## src/rtl/race_sequencer.sv

```systemverilog
// race_sequencer: top-level race controller for the two-player racing game.
//
// Sequences IDLE -> COUNTDOWN -> RACE -> FINISH -> IDLE and produces the
// 3-bit game state that both physics engines consume. The engines only
// integrate motion while game_state == 3'd4. Race time is kept on a 60 Hz
// game tick derived from the system clock.
//
// Ports:
//   clk         in   system clock
//   rst         in   synchronous, active-high reset
//   start_btn   in   start request (level, already synchronized)
//   p1_finish   in   player-1 engine finish (level)
//   p2_finish   in   player-2 engine finish (level)
//   pause_btn   in   pause toggle (level), only when RACE_PAUSE_EN is defined
//   game_state  out  0 IDLE, 2 COUNTDOWN, 4 RACE, 5 FINISH, 7 PAUSE
//   engine_rst  out  one-cycle pulse resetting both engines at race start
//   countdown   out  countdown digit for display
//   winner      out  0 none/timeout, 1 P1, 2 P2, 3 tie
//   timeout     out  last race ended by MAX_RACE_TICKS
//   race_time   out  race ticks elapsed, saturating
//   tick        out  one-cycle 60 Hz strobe
//
// Build option: define RACE_PAUSE_EN to add pause_btn and the PAUSE state.

module race_sequencer #(
  parameter int          CLK_FREQ       = 100_000_000,
  parameter int          TICKS_PER_SEC  = 60,
  parameter int          COUNT_SECS     = 3,
  parameter logic [15:0] MAX_RACE_TICKS = 16'd36000,
  parameter int          RESULT_TICKS   = 180
) (
  input  logic        clk,
  input  logic        rst,
  input  logic        start_btn,
  input  logic        p1_finish,
  input  logic        p2_finish,
`ifdef RACE_PAUSE_EN
  input  logic        pause_btn,
`endif
  output logic [2:0]  game_state,
  output logic        engine_rst,
  output logic [1:0]  countdown,
  output logic [1:0]  winner,
  output logic        timeout,
  output logic [15:0] race_time,
  output logic        tick
);

  localparam int          TICK_PERIOD = CLK_FREQ / 60;
  localparam int          TW          = (TICK_PERIOD > 1) ? $clog2(TICK_PERIOD) : 1;
  localparam logic [TW-1:0] TICK_MAX  = TW'(TICK_PERIOD - 1);
  localparam logic [15:0] SEC_MAX     = 16'(TICKS_PER_SEC - 1);
  localparam logic [15:0] RES_MAX     = 16'(RESULT_TICKS - 1);
  localparam logic [1:0]  CNT_INIT    = 2'(COUNT_SECS);

  typedef enum logic [2:0] {
    S_IDLE   = 3'd0,
    S_COUNT  = 3'd2,
    S_RACE   = 3'd4,
    S_FINISH = 3'd5,
    S_PAUSE  = 3'd7
  } state_t;

  state_t        r_state, w_next_state;
  logic [TW-1:0] r_tick_cnt;
  logic          r_start_d, r_p1_d, r_p2_d;
  logic          r_armed;
  logic [15:0]   r_step_cnt, w_step_cnt;
  logic          r_engine_rst, w_engine_rst;
  logic [1:0]    r_countdown, w_countdown;
  logic [1:0]    r_winner, w_winner;
  logic          r_timeout, w_timeout;
  logic [15:0]   r_race_time, w_race_time, w_race_inc;
  logic          w_tick, w_start_edge, w_p1_edge, w_p2_edge;
`ifdef RACE_PAUSE_EN
  logic          r_pause_d, w_pause_edge;
`endif

  assign w_tick = (r_tick_cnt == TICK_MAX);

  // r_armed masks the first cycle after reset: the delay registers are cleared
  // by reset, so without it an input held high through reset would look like
  // a fresh rising edge.
  assign w_start_edge = r_armed & start_btn & ~r_start_d;
  assign w_p1_edge    = r_armed & p1_finish & ~r_p1_d;
  assign w_p2_edge    = r_armed & p2_finish & ~r_p2_d;
`ifdef RACE_PAUSE_EN
  assign w_pause_edge = r_armed & pause_btn & ~r_pause_d;
`endif

  assign w_race_inc = (r_race_time == 16'hFFFF) ? r_race_time : r_race_time + 16'd1;

  always_comb begin
    w_next_state = r_state;
    w_step_cnt   = r_step_cnt;
    w_engine_rst = 1'b0;
    w_countdown  = r_countdown;
    w_winner     = r_winner;
    w_timeout    = r_timeout;
    w_race_time  = r_race_time;
    case (r_state)
      S_IDLE: begin
        if (w_start_edge) begin
          w_next_state = S_COUNT;
          w_engine_rst = 1'b1;
          w_countdown  = CNT_INIT;
          w_winner     = 2'd0;
          w_timeout    = 1'b0;
          w_race_time  = 16'd0;
          w_step_cnt   = 16'd0;
        end
      end
      S_COUNT: begin
        if (w_tick) begin
          if (r_step_cnt == SEC_MAX) begin
            w_step_cnt  = 16'd0;
            w_countdown = r_countdown - 2'd1;
            if (r_countdown == 2'd1) w_next_state = S_RACE;
          end else begin
            w_step_cnt = r_step_cnt + 16'd1;
          end
        end
      end
      S_RACE: begin
        if (w_tick) w_race_time = w_race_inc;
        // A finish edge outranks a timeout landing on the same tick.
        if (w_p1_edge | w_p2_edge) begin
          w_winner     = {w_p2_edge, w_p1_edge};
          w_next_state = S_FINISH;
          w_step_cnt   = 16'd0;
        end else if (w_tick && (w_race_inc == MAX_RACE_TICKS)) begin
          w_winner     = 2'd0;
          w_timeout    = 1'b1;
          w_next_state = S_FINISH;
          w_step_cnt   = 16'd0;
        end
`ifdef RACE_PAUSE_EN
        else if (w_pause_edge) begin
          w_next_state = S_PAUSE;
        end
`endif
      end
      S_FINISH: begin
        if (w_tick) begin
          if (r_step_cnt == RES_MAX) w_next_state = S_IDLE;
          else                       w_step_cnt   = r_step_cnt + 16'd1;
        end
      end
`ifdef RACE_PAUSE_EN
      S_PAUSE: begin
        if (w_pause_edge) w_next_state = S_RACE;
      end
`endif
      default: w_next_state = S_IDLE;
    endcase
  end

  always_ff @(posedge clk) begin
    if (rst) begin
      r_state      <= S_IDLE;
      r_tick_cnt   <= '0;
      r_start_d    <= 1'b0;
      r_p1_d       <= 1'b0;
      r_p2_d       <= 1'b0;
      r_armed      <= 1'b0;
      r_step_cnt   <= 16'd0;
      r_engine_rst <= 1'b0;
      r_countdown  <= 2'd0;
      r_winner     <= 2'd0;
      r_timeout    <= 1'b0;
      r_race_time  <= 16'd0;
`ifdef RACE_PAUSE_EN
      r_pause_d    <= 1'b0;
`endif
    end else begin
      r_state      <= w_next_state;
      r_tick_cnt   <= w_tick ? '0 : r_tick_cnt + TW'(1);
      r_start_d    <= start_btn;
      r_p1_d       <= p1_finish;
      r_p2_d       <= p2_finish;
      r_armed      <= 1'b1;
      r_step_cnt   <= w_step_cnt;
      r_engine_rst <= w_engine_rst;
      r_countdown  <= w_countdown;
      r_winner     <= w_winner;
      r_timeout    <= w_timeout;
      r_race_time  <= w_race_time;
`ifdef RACE_PAUSE_EN
      r_pause_d    <= pause_btn;
`endif
    end
  end

  assign game_state = r_state;
  assign engine_rst = r_engine_rst;
  assign countdown  = r_countdown;
  assign winner     = r_winner;
  assign timeout    = r_timeout;
  assign race_time  = r_race_time;
  assign tick       = w_tick;

endmodule

```

## config.mk

```make
export PLATFORM = sky130hd
export DESIGN_NAME = race_sequencer
export DESIGN_NICKNAME = d
export VERILOG_FILES = /design/src/rtl/race_sequencer.sv
export SDC_FILE = /design/constraint.sdc
export NUM_CORES = 1
export LEC_CHECK = 0
export ABC_AREA = 1
export ABC_CLOCK_PERIOD_IN_PS = 2900
export CAP_MARGIN = 40
export CORE_ASPECT_RATIO = 0.7
export CORE_MARGIN = 4
export CORE_UTILIZATION = 43
export DETAILED_ROUTE_END_ITERATION = 6
export PLACE_DENSITY = 0.72
export RECOVER_POWER = 25
export SETUP_SLACK_MARGIN = 0.4
export SKIP_LAST_GASP = 1
export SYNTH_ARGS = -nofsm -noshare
export SYNTH_HDL_FRONTEND = slang
export SYNTH_SLANG_ARGS = --single-unit
```

## constraint.sdc

```tcl
create_clock -name clk -period 2.9 [get_ports clk]
set_input_delay 0.29 -clock clk [delete_from_list [all_inputs] [get_ports clk]]
set_output_delay 0.29 -clock clk [all_outputs]
set_load 0.05 [all_outputs]
```

# Word level (Yosys, flattened, before mapping)
# Cells that the tools add are included.
# op_classes
muxes	34
addsub	4
reduce_logical	13
eq_ne	20
n_bitwise	11
# ops
operator	count
16-bit two-way mux	9
16-bit one-hot mux with 4 select lines	1
16-bit by 1-bit adder with 16-bit output (second input constant)	2
16-bit == test (second input constant)	2
16-bit one-hot mux with 2 select lines	1
3-bit two-way mux	8
21-bit by 1-bit adder with 21-bit output (second input constant)	1
21-bit == test (second input constant)	1
2-bit inequality test (second input constant)	10
16-bit by 6-bit == test with 1-bit output (second input constant)	1
16-bit by 8-bit == test with 1-bit output (second input constant)	1
2-bit two-way mux	6
3-bit one-hot mux with 4 select lines	1
2-bit one-hot mux with 2 select lines	2
4-bit AND reduction	2
7-bit AND reduction	1
1-bit bitwise AND	6
3-bit == test (second input constant)	2
3-bit AND reduction	2
6-bit AND reduction	1
1-bit two-way mux	5
1-bit inverter	4
2-bit nonzero test	2
4-bit nonzero test	1
9 further kinds	10
# totals
input_bits	5
reg_bits	66

# Longest topological paths before layout
# Gate-level depths: netlist of run 1.
# logic_depth
ltp_word	7
depth_mapped	18
mapped_depth_nobuf	18

# Worst setup path after synthesis of run 1
# No wires, ideal clock.
# synth_timing
kind	register to register
startpoint	register r_race_time[0], in the netlist race_time[0]
endpoint	register r_step_cnt[8]
setup_slack_ps	321
stages_incl_launch_ff	18
arrival_time_ps	2462
n_path_buf	1
setup_time_ps	117
cell_sequence	dfxtp_1 ha_1 nand2_1 nor2_4 nand2_4 nor2_8 inv_4 nand2_2 nand2_2 nor2_1 nand2_1 nor2_2 nand2_1 nand3_2 nand2_4 buf_4 a31oi_1 nor2_1
# synth_between
elab_chain_cells	6
elab_cells_between_ends	7
cone_classes	1 x add/sub; 3 x eq/ne; 1 x mux; 2 x reduce/logical
# synth_rtl
element	line	text
from (decl)	73	logic [15:0] r_race_time, w_race_time, w_race_inc;
from (signal assigned)	187	r_race_time <= w_race_time;
16-bit by 1-bit adder with 16-bit output / 16-bit == test (equally long branches)	91	assign w_race_inc = (r_race_time == 16'hFFFF) ? r_race_time : r_race_time + 16'd1;
16-bit two-way mux *	91	
16-bit == test *	131	end else if (w_tick && (w_race_inc == MAX_RACE_TICKS)) begin
1-bit logical AND *	131	
3-bit inequality test (no line) *	-	
6-bit AND reduction (no line) *	-	
to (signal assigned)	182	r_step_cnt <= w_step_cnt;
to (decl)	68	logic [15:0] r_step_cnt, w_step_cnt;
# Mark *: on every way between the ends. The rest lies on a longest branch, timed or not.
# A chain may end at the register's enable or synchronous reset.

# Final worst setup path of run 1
# layout_timing
startpoint	register r_tick_cnt[0]
endpoint	output port tick
# layout_between
elab_chain_cells	1
# layout_rtl
element	line	text
from (decl)	65	logic [TW-1:0] r_tick_cnt;
from (signal assigned)	177	r_tick_cnt <= w_tick ? '0 : r_tick_cnt + TW'(1);
21-bit == test	79	assign w_tick = (r_tick_cnt == TICK_MAX);
to (decl)	46	output logic tick
# No other way between the ends.

==> results of run 1 <==
[cells in the mapped netlist, drive strengths merged]
cell | count | share of area [%]
nor3b | 3 | 0.61
nand2 | 143 | 15
o21a | 1 | 0.20
a211oi | 2 | 0.41
and2 | 2 | 0.34
nor3 | 16 | 2.5
or2 | 5 | 0.85
clkbuf | 6 | 0.61
nor4 | 5 | 0.85
inv | 66 | 6.9
a31oi | 5 | 0.85
and3 | 1 | 0.17
nand4 | 14 | 2.4
o21ai | 31 | 4.2
nor2 | 95 | 11
ha | 5 | 1.7
nand3b | 3 | 0.61
xor2 | 8 | 1.9
o21bai | 1 | 0.20
nand3 | 35 | 5.2
a21oi | 40 | 5.7
clkinv | 1 | 0.10
buf | 3 | 0.92
dfxtp | 66 | 36
xnor2 | 2 | 0.48
o22ai | 1 | 0.17
[flip-flops by register name, summed over array words and instances (netlist names)]
name	cells
timeout	1
r_step_cnt	16
r_tick_cnt	21
race_time	16
r_start_d	1
r_p1_d	1
game_state	3
engine_rst	1
winner	2
countdown	2
r_armed	1
r_p2_d	1
[per-stage QoR]
stage	total power [W]	util (%)	area, sq um
floorplan	0.00201	-	3680
finish	0.00368	56.2	4550
global placement	0.00219	50.2	4070
detailed placement	0.00223	50.2	4070
CTS	0.00349	54.3	4410
global route	0.00389	56.2	4550
[cell families after synthesis]
logic type                 Yosys count  synth area share, %
AOI/OAI and AO/OA                   81                 11.8
and+or+nand+nor                    322                 39.6
xor gates and xnor gates            10                 2.38
adders and majority gates            5                 1.70
DFF                                 66                 35.9
buffers and inverters               76                 8.57
[worst reg2reg max path: stages, from the launching register on]
cell and delay, ps:
dfxtp_1 400, ha_1 180, nand2_1 50, nor2_1 90, nand3_1 90, nor2_1 400, nand2_1 110, nor2_1 110
nand2_1 70, nor2_2 150, nand2_2 90, nand3_4 160, nand2_8 100, clkinv_8 100, o21ai_0 80, nor2_1 140
[timing repair]
action / in CTS / in global routing
setup buffers: 0 / 3
cloned: 0 / 2
resized for setup: 1 / 28
pin swaps: 0 / 7
endpoints found under the setup margin: 1 / 19
[layout make-up]
class / count / area [sq um] / share of cell area, %
clock buffer: 9 / 225 / 4.95
sequential: 66 / 1330 / 29.1
clock inverter: 6 / 115 / 2.53
multi-input combinational: 420 / 2170 / 47.6
tap: 101 / 126 / 2.77
inverter: 67 / 267 / 5.85
timing repair buffer: 35 / 329 / 7.23
[power breakdown]
group	internal, W	total (W)	switching [W]
sequential	0.00104	0.00118	0.000144
clock	0.000838	0.00125	0.000408
combinational	0.000403	0.00125	0.000847
total	0.00228	0.00368	0.00140
[metal layers]
| layer | routed length (um) | track usage [%] |
|---|---|---|
| met1 | 4630 | 26.0 |
| met2 | 3900 | 25.9 |
| met3 | 675 | 5.86 |
| met4 | 184 | 5.99 |
| met5 | 0 | 0 |
[worst paths after layout]
check | from | end | slack [ps] | depth (start not counted)
setup reg to reg | r_tick_cnt[0]$_SDFF_PP0_ | r_step_cnt[2]$_SDFFE_PP0P_ | 540 | 15
hold reg to reg | timeout$_SDFFE_PP0P_ | timeout$_SDFFE_PP0P_ | 470 | 2
setup / recovery | r_tick_cnt[0]$_SDFF_PP0_ | tick | 470 | 6
hold / removal | timeout$_SDFFE_PP0P_ | timeout$_SDFFE_PP0P_ | 470 | 2
==> results_dict.tcl, run 1 <==
set metrics [dict create \
    coreArea_sq_um 8110 \
    htreeDepth 3 \
    placed_cells 684 \
    drv_slew 0 \
    clock_skew_ps 5.14 \
    avgSynthCellArea_sq_um 6.57 \
    setup_viol 0 \
    cts_tree "built" \
    slew-limit-headroom_pct 15.1 \
    hold_ws_ps 466 \
    dp_hpwl_mm 6.53 \
    crit_type "reg2out" \
    initial_core_util_pct 45.4 \
    drt_iter0_markers 263 \
    grt_pass1_wl_mm 15.3 \
    status "finished clean" \
    worstPathArrival_ps 2140 \
    fmax_mhz 412 \
    drc_errors 0 \
    path_buf_inv 1 \
    io_pins 31 \
    cp_slowest_cell "dlygate4sd2_1" \
    cts_inserted_buffers 9 \
    place_congestion 0.876 \
    dieArea_sq_um 10100 \
    worstMarginPinSlew_ps 1270 \
    clk_pin_slew_ps 60 \
    cts-root-buf "clkbuf_16" \
    setup_slack_ps 473 \
    synth_nets 570 \
    die_w_um 119 \
    nFillCells 755 \
    first_pass_iters 5 \
    antenna_found_initial 0 \
    via_per_inst 5.28 \
    vias 3718 \
    p_leak_nw 1.79 \
    max_cap_viol_count 0 \
    rsz0062_at_grt "no" \
    wire_per_inst_um 13.3 \
    stdcell_count 704 \
    fp.dieH_um 85.4 \
    ys_seq_area_share_pct 35.9 \
    n_antenna_cell 0 \
    io_buffer_count 30 \
    tns_ps 0 \
    track_usage_pct 18.3 \
    post-place-ws_ps 457 \
    hp-class "reg2reg" \
    synth_warnings 0 \
    post-route-min-period_ps 2430 \
    fin_crit_sh_pct 83.7 \
    crit_required_ps 2610 \
    cts_buffer_depth 2 \
    antenna_left 0 \
    cts_sinks 66 \
    worst_skew_pair.late_latency_ps 340 \
    synthCells 560 \
    holdBufCountCts 0 \
    path_cells "ha_1 > nand2_1 > nor2_1 > nand3_1 > nor2_1 > dlygate4sd2_1" \
    hold_viol 0 \
    grt_pass1_vias 3212 \
    critical_path.top_delay_family "simple AND/OR/NAND/NOR gates" \
    yosysUniqueCellTypes 39 \
    crit_path_max_fanout 6 \
    ys_ff_latch 66 \
    ir_worst_vdd_mv 0.639 \
    grt-ovfl-total 0 \
    grt_max_degree 27 \
    p_per_area_nw_per_um2 808 \
    syn_to_final_growth_pct 23.8 \
    final_common_cell "nand2_1" \
    start_kind "register" \
    cp-end-kind "output port" \
    final_nets 609 \
    slowest_delay_ps 600 \
    synth_area_sq_um 3680 \
    drive_above_1_share_pct 10.6 \
    crit_top_cell "nor2_1" \
    wl_mm 9.39 \
    final_cell_mix "134 x nand2_1, 85 x nor2_1, 64 x inv_1, 64 x dfxtp_1, 37 x a21oi_1" \
    rows 27 \
]
Power figures use the tool's default switching activity.
==> inputs of run 2 (changes only) <==
ABC_CLOCK_PERIOD_IN_PS = 2220   (was 2900)
PLACE_DENSITY = 0.75   (was 0.72)
clock period = 2.22 ns   (was 2.9 ns; I/O delays follow)
==> run 2 against run 1 <==
Against the previous run:
- sequential share of layout area is 3.4 points lower
- setup slack worse by 550 ps
- flip-flop and latch count stayed put
- final area is 16% higher
- the flow now finishes with violations (setup timing)
- first-iteration DRC count is 24% higher
==> results_dict.tcl, run 2 (synthesized netlist as in run 1, its figures left out) <==
set metrics [dict create \
    status "complete, but fails checks" \
    violations "setup timing" \
    grt_pass1_vias 3631 \
    holdBufCountCts 0 \
    hold_ws_ps 458 \
    place_congestion 0.941 \
    post-route-min-period_ps 2290 \
    cts_sinks 66 \
    slew-limit-headroom_pct 58.5 \
    setup_viol 8 \
    wl_mm 11.3 \
    dp_hpwl_mm 6.82 \
    hp-class "reg2reg" \
    pwr-share-seq_pct 30.3 \
    crit_path_max_fanout 6 \
    fp.dieH_um 85.4 \
    grt_pass1_wl_mm 17.2 \
    drc_errors 0 \
    cts-root-buf "clkbuf_16" \
    p_int_w 0.00312 \
    ir_worst_vdd_mv 1.01 \
    final_core_util_pct 65.3 \
    final_common_cell "nand2_1" \
    die_w_um 119 \
    wire_per_inst_um 15.0 \
    clock_skew_ps 5.82 \
    antenna_left 0 \
    worstRegToRegCells 15 \
    stdcell_count 752 \
    r2r-end "r_step_cnt[14]$_SDFFE_PP0P_" \
    p_per_area_nw_per_um2 982 \
    p_leak_nw 2.16 \
    vias 4129 \
    fin_crit_sh_pct 103 \
    worstPathArrival_ps 2510 \
    drive_above_1_share_pct 28.6 \
    antenna_found_initial 0 \
    drv_slew 0 \
    path_buf_inv 2 \
    critical_path.top_delay_family "simple AND/OR/NAND/NOR gates" \
    max_cap_viol_count 0 \
    cts_buffer_depth 2 \
    final_cell_mix "127 x nand2_1, 74 x nor2_1, 61 x inv_1" \
    hold_viol 0 \
    r2r_slack_ps -70 \
    final_nets 656 \
    setup_slack_ps -73.1 \
    crit_required_ps 2440 \
    regMostFlops "r_tick_cnt" \
    n_antenna_cell 0 \
    placed_area_sq_um 4340 \
    design_area_sq_um 5300 \
    hold_depth 1 \
    worstMarginPinSlew_ps 621 \
    htreeDepth 3 \
    grt-ovfl-total 0 \
    worst_skew_pair.late_latency_ps 340 \
    cts_tree "built" \
    clk_pin_slew_ps 60 \
    rsz0062_at_grt "yes" \
    finalPower_w 0.00520 \
    initial_core_util_pct 45.4 \
    coreArea_sq_um 8110 \
    dieArea_sq_um 10100 \
    crit_type "reg2reg" \
    largest_reg_flops 21 \
    io_buffer_count 30 \
    p_switching_w 0.00208 \
    io_pins 31 \
    p_clk_share_pct 30.4 \
    path_cells "ha_4 > nand2_2 > nor2_4 > nand2_4 > nor2_8 > buf_6 > buf_6 > nor3_2 > nand3_1 > nor2_2 > nand2_2 > nand3_4 > nand2_8 > o21ai_0 > nor2_1" \
    fmax_mhz 436 \
    pwr-share-comb_pct 39.3 \
    via_per_inst 5.49 \
    grt_max_degree 27 \
    syn_to_final_growth_pct 44.0 \
    drt_iter0_markers 326 \
    track_usage_pct 20.8 \
    swShare_pct 40.0 \
    placed_cells 705 \
    first_pass_iters 5 \
    cp-end-kind "register" \
    start_kind "register" \
    rows 27 \
    hp-start "r_tick_cnt[0]$_SDFF_PP0_" \
    slowest_delay_ps 360 \
    holdPathEnd "r_tick_cnt[0]$_SDFF_PP0_" \
    cp_slowest_cell "dfxtp_4" \
    timing.rr.start "race_time[0]$_SDFFE_PP0P_" \
    cts_inserted_buffers 9 \
]
==> run 2: cell types whose count changed in the layout (fill, tap and decap cells not counted), sizes merged <==
cell	change
buf	+48
bufinv	-1
clkdlybuf4s50	+10
clkinv	-1
clkinvlp	+2
dlygate4sd2	+3
dlygate4sd3	-17
dlymetal6s2s	+3
inv	+1
==> run 2: worst max path at each step <==
stage | startpoint | end | slack, ps | cells past startpoint
finish | race_time[0]$_SDFFE_PP0P_ | r_step_cnt[14]$_SDFFE_PP0P_ | -70 | 15
global route | r_tick_cnt[12]$_SDFF_PP0_ | r_step_cnt[14]$_SDFFE_PP0P_ | -250 | 13
CTS | race_time[0]$_SDFFE_PP0P_ | game_state[1]$_SDFFE_PP0P_ | 90 | 17
detailed placement | race_time[0]$_SDFFE_PP0P_ | r_step_cnt[15]$_SDFFE_PP0P_ | -60 | 15
global placement | race_time[1]$_SDFFE_PP0P_ | r_step_cnt[11]$_SDFFE_PP0P_ | 5 | 16
floorplan | race_time[1]$_SDFFE_PP0P_ | r_step_cnt[8]$_SDFFE_PP0P_ | 70 | 17
==> run 2: power by group through the flow <==
stage	combinational [W]	sequential [W]	clock, W
after floorplan	0.00102	0.00166	0
after global placement	0.00142	0.00155	0
after detailed placement	0.00144	0.00155	0
after CTS	0.00178	0.00154	0.00160
after global routing	0.00219	0.00160	0.00167
final	0.00205	0.00158	0.00158
==> run 2: area by class of cell <==
type                    instances  area (sq um)
clock buffers                  11           243
multi-input cells             420          2450
flip-flops and latches         66          1360
repair inverters                2          23.8
repair buffers                 80           731
inverters                      67           278
well taps                     101           126
clock inverters                 5          85.1
fillers                       625          2810
==> run 2: metal layers <==
layer,global-route usage (%),share of wire (%),up-vias
li1,-,-,2002
met1,27.6,44,1929
met2,32.2,46,168
met3,5.53,7.7,30
met4,7.99,2.2,0
met5,0,0,-
==> run 2: through the flow <==
stage          setup TNS [ps]  worst slack [ps]
3_5_place_dp             -281             -59.2
6_report                 -209             -73.1
2_1_floorplan               0              73.0
4_1_cts                     0              90.8
3_3_place_gp                0              4.60
5_1_grt                 -2650              -254
==> run 2: repair_timing <==
action                     4_1_cts  5_1_grt
resized for setup               46       58
pin swaps                       18       22
setup endpoints to repair       46       65
gates cloned                     3        1
setup buffers                   16       11
hold endpoints to repair         0        0
==> run 2: worst register-to-register path, stage by stage (launching register included) <==
cell and delay, ps:
dfxtp_4 360, ha_4 170, nand2_2 80, nor2_4 40
nand2_4 120, nor2_8 70, buf_6 120, buf_6 110
nor3_2 130, nand3_1 120, nor2_2 160, nand2_2 100
nand3_4 150, nand2_8 120, o21ai_0 260, nor2_1 70
